File: src/rtl/hack_pkg.sv
// Shared types and widths for the hack CPU ROM loader.
// Optional checksum states are enabled by HACK_LOADER_CHECKSUM_EN.
package hack_pkg;

   localparam int INSTR_W = 16;
   localparam int PC_W    = 15;
   localparam int BYTE_W  = 8;

   typedef enum logic [3:0] {
      IDLE,
      CNT_HI,
      CNT_LO,
      WORD_HI,
      WORD_LO,
      SUM_HI,
      SUM_LO,
      RUN,
      ERROR
   } state_e;

   // States in which the loader takes bytes from the stream.
   function automatic logic accepts_bytes(input state_e s);
      return s inside {CNT_HI, CNT_LO, WORD_HI, WORD_LO, SUM_HI, SUM_LO};
   endfunction

endpackage

File: src/rtl/hack_rom_mem.sv
// Instruction ROM storage: one synchronous write port, one asynchronous read port.
// No optional features (HACK_LOADER_CHECKSUM_EN does not affect this file).
module hack_rom_mem
   import hack_pkg::*;
#(
   parameter int ADDR_W = 8
) (
   input  logic               clk,
   input  logic               we,
   input  logic [ADDR_W-1:0]  waddr,
   input  logic [INSTR_W-1:0] wdata,
   input  logic [ADDR_W-1:0]  raddr,
   output logic [INSTR_W-1:0] rdata
);

   logic [INSTR_W-1:0] mem_q [2**ADDR_W];

   always_ff @(posedge clk) begin
      if (we) begin
         mem_q[waddr] <= wdata;
      end
   end

   assign rdata = mem_q[raddr];

endmodule

File: src/rtl/hack_rom_loader.sv
// Byte-stream program loader and fetch port for the hack CPU ROM.
// Define HACK_LOADER_CHECKSUM_EN to require a trailing 16-bit word checksum.
module hack_rom_loader
   import hack_pkg::*;
#(
   parameter int ADDR_W = 8
) (
   input  logic               clk,
   input  logic               rst_n,
   input  logic               load_req,
   input  logic [BYTE_W-1:0]  rx_data,
   input  logic               rx_valid,
   output logic               rx_ready,
   input  logic [PC_W-1:0]    pc,
   output logic [INSTR_W-1:0] instr,
   output logic               cpu_reset,
   output logic               load_done,
   output logic               error,
   output logic [ADDR_W:0]    word_count
);

   localparam int unsigned DEPTH = 2 ** ADDR_W;

`ifdef HACK_LOADER_CHECKSUM_EN
   localparam state_e AFTER_WORDS = SUM_HI;
`else
   localparam state_e AFTER_WORDS = RUN;
`endif

   state_e              state_q, state_d;
   logic                rx_ready_q, rx_ready_d;
   logic [BYTE_W-1:0]   hi_q, hi_d;
   logic [15:0]         n_q, n_d;
   logic [ADDR_W:0]     word_count_q, word_count_d;
`ifdef HACK_LOADER_CHECKSUM_EN
   logic [15:0]         sum_q, sum_d;
`endif

   logic                xfer;
   logic [15:0]         n_rx;
   logic [16:0]         count_next;
   logic                we;
   logic [ADDR_W-1:0]   waddr;
   logic [INSTR_W-1:0]  wdata;
   logic [ADDR_W-1:0]   raddr;
   logic [INSTR_W-1:0]  rdata;

   assign xfer = rx_valid & rx_ready_q;

   always_comb begin
      state_d      = state_q;
      hi_d         = hi_q;
      n_d          = n_q;
      word_count_d = word_count_q;
`ifdef HACK_LOADER_CHECKSUM_EN
      sum_d        = sum_q;
`endif
      n_rx         = {n_q[15:8], rx_data};
      count_next   = 17'(word_count_q) + 17'd1;
      we           = 1'b0;
      waddr        = word_count_q[ADDR_W-1:0];
      wdata        = {hi_q, rx_data};

      case (state_q)
         IDLE, RUN, ERROR: begin
            if (load_req) state_d = CNT_HI;
         end
         CNT_HI: begin
            if (xfer) begin
               n_d[15:8] = rx_data;
               state_d   = CNT_LO;
            end
         end
         CNT_LO: begin
            if (xfer) begin
               n_d          = n_rx;
               word_count_d = '0;
`ifdef HACK_LOADER_CHECKSUM_EN
               sum_d        = '0;
`endif
               if (17'(n_rx) > 17'(DEPTH)) state_d = ERROR;
               else if (n_rx == 16'd0)     state_d = AFTER_WORDS;
               else                        state_d = WORD_HI;
            end
         end
         WORD_HI: begin
            if (xfer) begin
               hi_d    = rx_data;
               state_d = WORD_LO;
            end
         end
         WORD_LO: begin
            if (xfer) begin
               we           = 1'b1;
               word_count_d = count_next[ADDR_W:0];
`ifdef HACK_LOADER_CHECKSUM_EN
               sum_d        = sum_q + wdata;
`endif
               state_d      = (count_next == 17'(n_q)) ? AFTER_WORDS : WORD_HI;
            end
         end
`ifdef HACK_LOADER_CHECKSUM_EN
         SUM_HI: begin
            if (xfer) begin
               hi_d    = rx_data;
               state_d = SUM_LO;
            end
         end
         SUM_LO: begin
            if (xfer) state_d = ({hi_q, rx_data} == sum_q) ? RUN : ERROR;
         end
`endif
         default: state_d = IDLE;
      endcase

      rx_ready_d = accepts_bytes(state_d);
   end

   always_ff @(posedge clk) begin
      if (!rst_n) begin
         state_q      <= IDLE;
         rx_ready_q   <= 1'b0;
         hi_q         <= '0;
         n_q          <= '0;
         word_count_q <= '0;
`ifdef HACK_LOADER_CHECKSUM_EN
         sum_q        <= '0;
`endif
      end else begin
         state_q      <= state_d;
         rx_ready_q   <= rx_ready_d;
         hi_q         <= hi_d;
         n_q          <= n_d;
         word_count_q <= word_count_d;
`ifdef HACK_LOADER_CHECKSUM_EN
         sum_q        <= sum_d;
`endif
      end
   end

   hack_rom_mem #(
      .ADDR_W (ADDR_W)
   ) u_mem (
      .clk   (clk),
      .we    (we),
      .waddr (waddr),
      .wdata (wdata),
      .raddr (raddr),
      .rdata (rdata)
   );

   // Full-width pc compare: any pc bit above ADDR_W makes the fetch out of range.
   always_comb begin
      raddr = pc[ADDR_W-1:0];
      instr = '0;
      if ((17'(pc) < 17'(word_count_q)) && (17'(pc) < 17'(DEPTH))) begin
         instr = rdata;
      end
   end

   assign rx_ready   = rx_ready_q;
   assign cpu_reset  = (state_q != RUN);
   assign load_done  = (state_q == RUN);
   assign error      = (state_q == ERROR);
   assign word_count = word_count_q;

endmodule

File: config.mk
export PLATFORM = sky130hd
export DESIGN_NAME = hack_rom_loader
export DESIGN_NICKNAME = d
export VERILOG_FILES = /design/src/rtl/hack_pkg.sv /design/src/rtl/hack_rom_mem.sv /design/src/rtl/hack_rom_loader.sv
export SDC_FILE = /design/constraint.sdc
export NUM_CORES = 2
export LEC_CHECK = 0
export ABC_CLOCK_PERIOD_IN_PS = 4200
export CORE_MARGIN = 4
export CORE_UTILIZATION = 55
export DETAILED_ROUTE_END_ITERATION = 10
export PLACE_DENSITY_LB_ADDON = 0.2
export SETUP_SLACK_MARGIN = 0.02
export SYNTH_ARGS = -nofsm -noshare
export SYNTH_HDL_FRONTEND = slang
export SYNTH_HIERARCHICAL = 1
export SYNTH_SLANG_ARGS = --single-unit
File: constraint.sdc
create_clock -name clk -period 4.2 [get_ports clk]
set_input_delay 1.05 -clock clk [delete_from_list [all_inputs] [get_ports clk]]
set_output_delay 1.05 -clock clk [all_outputs]
set_load 0.01 [all_outputs]
==> out/metrics.yaml <==
max_root_sink_buffers: 4
placement_rows: 198
syn_area_um2: 160900
critical_path_class: "primary input to primary output"
startpoint_type: "primary input"
cp_top_family: "compound AO/OA/AOI/OAI gates"
ff2ff_setup_slack_ns: 0.94
power_density_nw_per_um2: 442.7
yosys_most_used_dff: "edfxtp_1"
drc: 0
antenna_found_initial: 14
die_w_um: 548.9
grt.total_usage_pct: 29.26
critical_path_required_ns: 3.15
crit_path_frequent_cell: "buf_16"
timing.max_slew.rel_slack_pct: 18.62
detailedRoute.firstIterationViolations: 12790
r2r-start: "state_q[2]"
synth-edff-count: 4096
drt_pass_1_iters: 7
drv.max_cap_violation_count: 0
post_cts_hold_buffer_count: 0
die-height_um: 548.9
synthCells: 7639
clkSinkCount: 4134
layout.filler_cells: 18610
violations_in_the_final_reports: "setup timing"
seq_area_frac_synth_pct: 76.92
gp_routability_congestion: 0.9396
achievable-frequency_mhz: 197.8
unrepaired_setup_endpoints_after_global_routing: "true"
holdCritPathClass: "primary input to register"
vdd.ir_drop.worst_v: 0.0003838
synthesis.yosys.warnings: 6
setup_viol_count_final: 16
hpwlAfterDp_um: 268400
worstSkewPairLatency_ns: 0.95
path_clk_slew_ns: 0.06
num_vias: 86310
vias_per_cell: 6.577
hold_path_end: "u_mem/mem_q[226][0]"
fin_worst_hold_slack_ns: 0.4650
tritoncts: "done"
tightestPinTransition_ns: 1.221
cts.root.buffer_cell: "clkbuf_16"
core_area_um2: 291100
fin_ws_ns: -0.8551
grt_overflow_total: 0
crit_path_max_incr_delay_ns: 0.38
synthesis.nets: 7675
report.final.hold_viol_count: 0
synth_cell_type_count: 76
avgSynthCellArea_um2: 21.06
layout_cells_sized_above_1_pct: 33.51
die_area_um2: 301300
critical_path.endpoint_type: "primary output"
postRouteWirelength_um: 444700
grt_pass1_wl_um: 630200
final_min_period_over_clock_period_pct: 120.4
fin_skew_ns: 0.05711
post_route_minimum_period_ns: 5.055
detail-route-antenna-nets: 0
portBuffers: 55
start_util_pct: 55.28
whs_path_depth: 1
async_set_or_reset_register_ratio_after_synthesis_pct: 0
htree_num_levels: 5
r2r.worst_path.cells: 8
flow.area_growth_from_synthesis_pct: 19.24
pin_count_of_the_biggest_net_entering_global_routing: 179
cts_made_buffers: 410
status: "finished, violations left"
peak_fanout_along_the_critical_path: 6
post-route-util_pct: 65.91
ys_seq_elements: 4134
design.final.nets: 8931
worst_path_max_delay_cell: "o221ai_1"
worstPathCellList: "buf_16 -> buf_16 -> bufbuf_16 -> buf_4 -> mux2i_1 -> o221ai_1 -> o22ai_1 -> a22oi_1 -> nand3_1 -> nor4_2 -> nand2_1 -> a21oi_4 -> buf_6"
io_pins: 56
critical_path.n_buffers_inverters: 5
vias_in_the_first_global_route: 84870
worst-endpoint-arrival_ns: 4.01
startpoint_of_the_tightest_hold_check_path: "rx_data[0]"
p_leak_nw: 67.89
wl_per_cell_um: 33.89
rr_endpoint: "u_mem/mem_q[77][8]"
final_number_of_max_transition_violations: 0
worst max path at each step:
stage / cells after the start / endpoint / slack (ns) / start
3_5_place_dp: 14 / instr[13] / -1.98 / pc[0]
4_1_cts: 14 / instr[12] / -0.87 / pc[0]
6_report: 13 / instr[6] / -0.86 / pc[0]
5_1_grt: 15 / instr[0] / -0.83 / pc[0]
3_3_place_gp: 14 / instr[2] / -1.95 / pc[0]
2_1_floorplan: 10 / instr[6] / -0.03 / pc[0]
sequential cells by signal, summed over array words and instances, names as in the netlist:
name / count
hi_q: 8
n_q: 16
rx_ready: 1
state_q: 4
u_mem/mem_q: 4096
word_count: 9
cells in the final DEF (no fill, tap or decap), types with 87 or more instances in the layout:
cell type  Yosys  routed
edfxtp_1    4096    4096
buf_4         28     973
mux4_2       797     797
mux2i_1      589     589
clkbuf_16      0     419
nor2_1       316     272
o221ai_1     252     192
a21oi_1      190     171
o22ai_1      149     140
buf_12         6     122
clkinv_1       1      89
buf_6         78      87
per-stage QoR:
stage	instances	area [um^2]	worst slack [ns]	power, mW	TNS (ns)
detailed placement	12190	173300	-1.977	49.46	-27.95
finish	13120	191900	-0.8551	84.93	-12.74
floorplan	7639	160900	-0.02505	47.73	-0.03277
global route	13120	191900	-0.8350	87.25	-12.71
global placement	12190	173300	-1.948	49.41	-28.02
CTS	13070	190600	-0.8686	85.12	-12.57
synth_stat cells (6+ instances only):
cell | number | share of area [%]
nor2_1 | 316 | 0.74
mux2i_1 | 589 | 3.7
a211oi_1 | 18 | 0.084
buf_1 | 28 | 0.065
nor4_1 | 22 | 0.086
dfxtp_1 | 38 | 0.47
buf_12 | 6 | 0.075
buf_2 | 80 | 0.25
inv_1 | 13 | 0.030
and2_1 | 8 | 0.031
o31ai_1 | 19 | 0.089
mux4_2 | 797 | 11
a22oi_1 | 44 | 0.21
nand2b_1 | 6 | 0.023
nand4_1 | 27 | 0.10
nand2_1 | 66 | 0.15
nor3_1 | 96 | 0.30
nand3_1 | 47 | 0.15
mux2_2 | 88 | 0.62
nor2b_1 | 36 | 0.14
a21oi_2 | 9 | 0.049
and3_1 | 11 | 0.043
edfxtp_1 | 4096 | 76
ha_1 | 9 | 0.070
a21oi_1 | 190 | 0.59
a22o_1 | 32 | 0.17
a221oi_1 | 28 | 0.15
buf_8 | 11 | 0.10
o21ai_0 | 45 | 0.14
clkbuf_1 | 238 | 0.56
o221ai_1 | 252 | 1.4
a21o_1 | 7 | 0.033
o22ai_1 | 149 | 0.58
buf_4 | 28 | 0.13
buf_6 | 78 | 0.55
o32ai_1 | 21 | 0.11
a31oi_1 | 11 | 0.043
a2111oi_0 | 6 | 0.033
layer usage:
layer,track usage [%],wire [um],vias up
met3,6.453,51060,874
met2,44.50,206800,5363
li1,-,-,34810
met5,0,84,-
met4,10.83,19750,10
met1,42.29,167100,45250
worst register-to-register path: stages, from the launching register on:
cell and delay, ns:
dfxtp_1 0.55, nor4b_1 0.46, nand3_1 0.20, clkinv_1 0.11, buf_12 0.19, nand4_1 0.53, buf_12 0.40, nor2_2 0.14
buf_4 0.32
layout make-up:
| class | instances | area (um^2) | area share, % |
|---|---|---|---|
| diodes | 3 | 7.507 | 0.003913 |
| clock buffers | 494 | 10640 | 5.545 |
| clock inverters | 243 | 2366 | 1.233 |
| inverters | 16 | 77.57 | 0.04043 |
| multi-input cells | 3021 | 36590 | 19.07 |
| flip-flops and latches | 4134 | 123800 | 64.52 |
| well taps | 3900 | 4880 | 2.543 |
| repair buffers | 1312 | 13510 | 7.043 |
kinds of logic after synthesis:
logic type      Yosys count  share of synthesized area [%]
simple gates            674                          1.968
compound gates          852                          3.785
xor+xnor                 11                        0.06454
flops                  4134                          76.92
fa+ha+maj                 9                        0.06999
mux                    1474                          15.44
buf+inv                 485                          1.761
what timing repair did:
item,CTS,global route
pin swaps,89,85
buffers inserted,113,52
gates resized for setup,537,149
gates cloned,37,7
endpoints found under the setup margin,16,16
where the power goes:
group	internal [mW]	switching, mW
Combinational	1.87	2.46
Sequential	45.0	0.0105
Clock	20.2	15.4
Total	67.1	17.9
(Power assumes the default switching activity.)
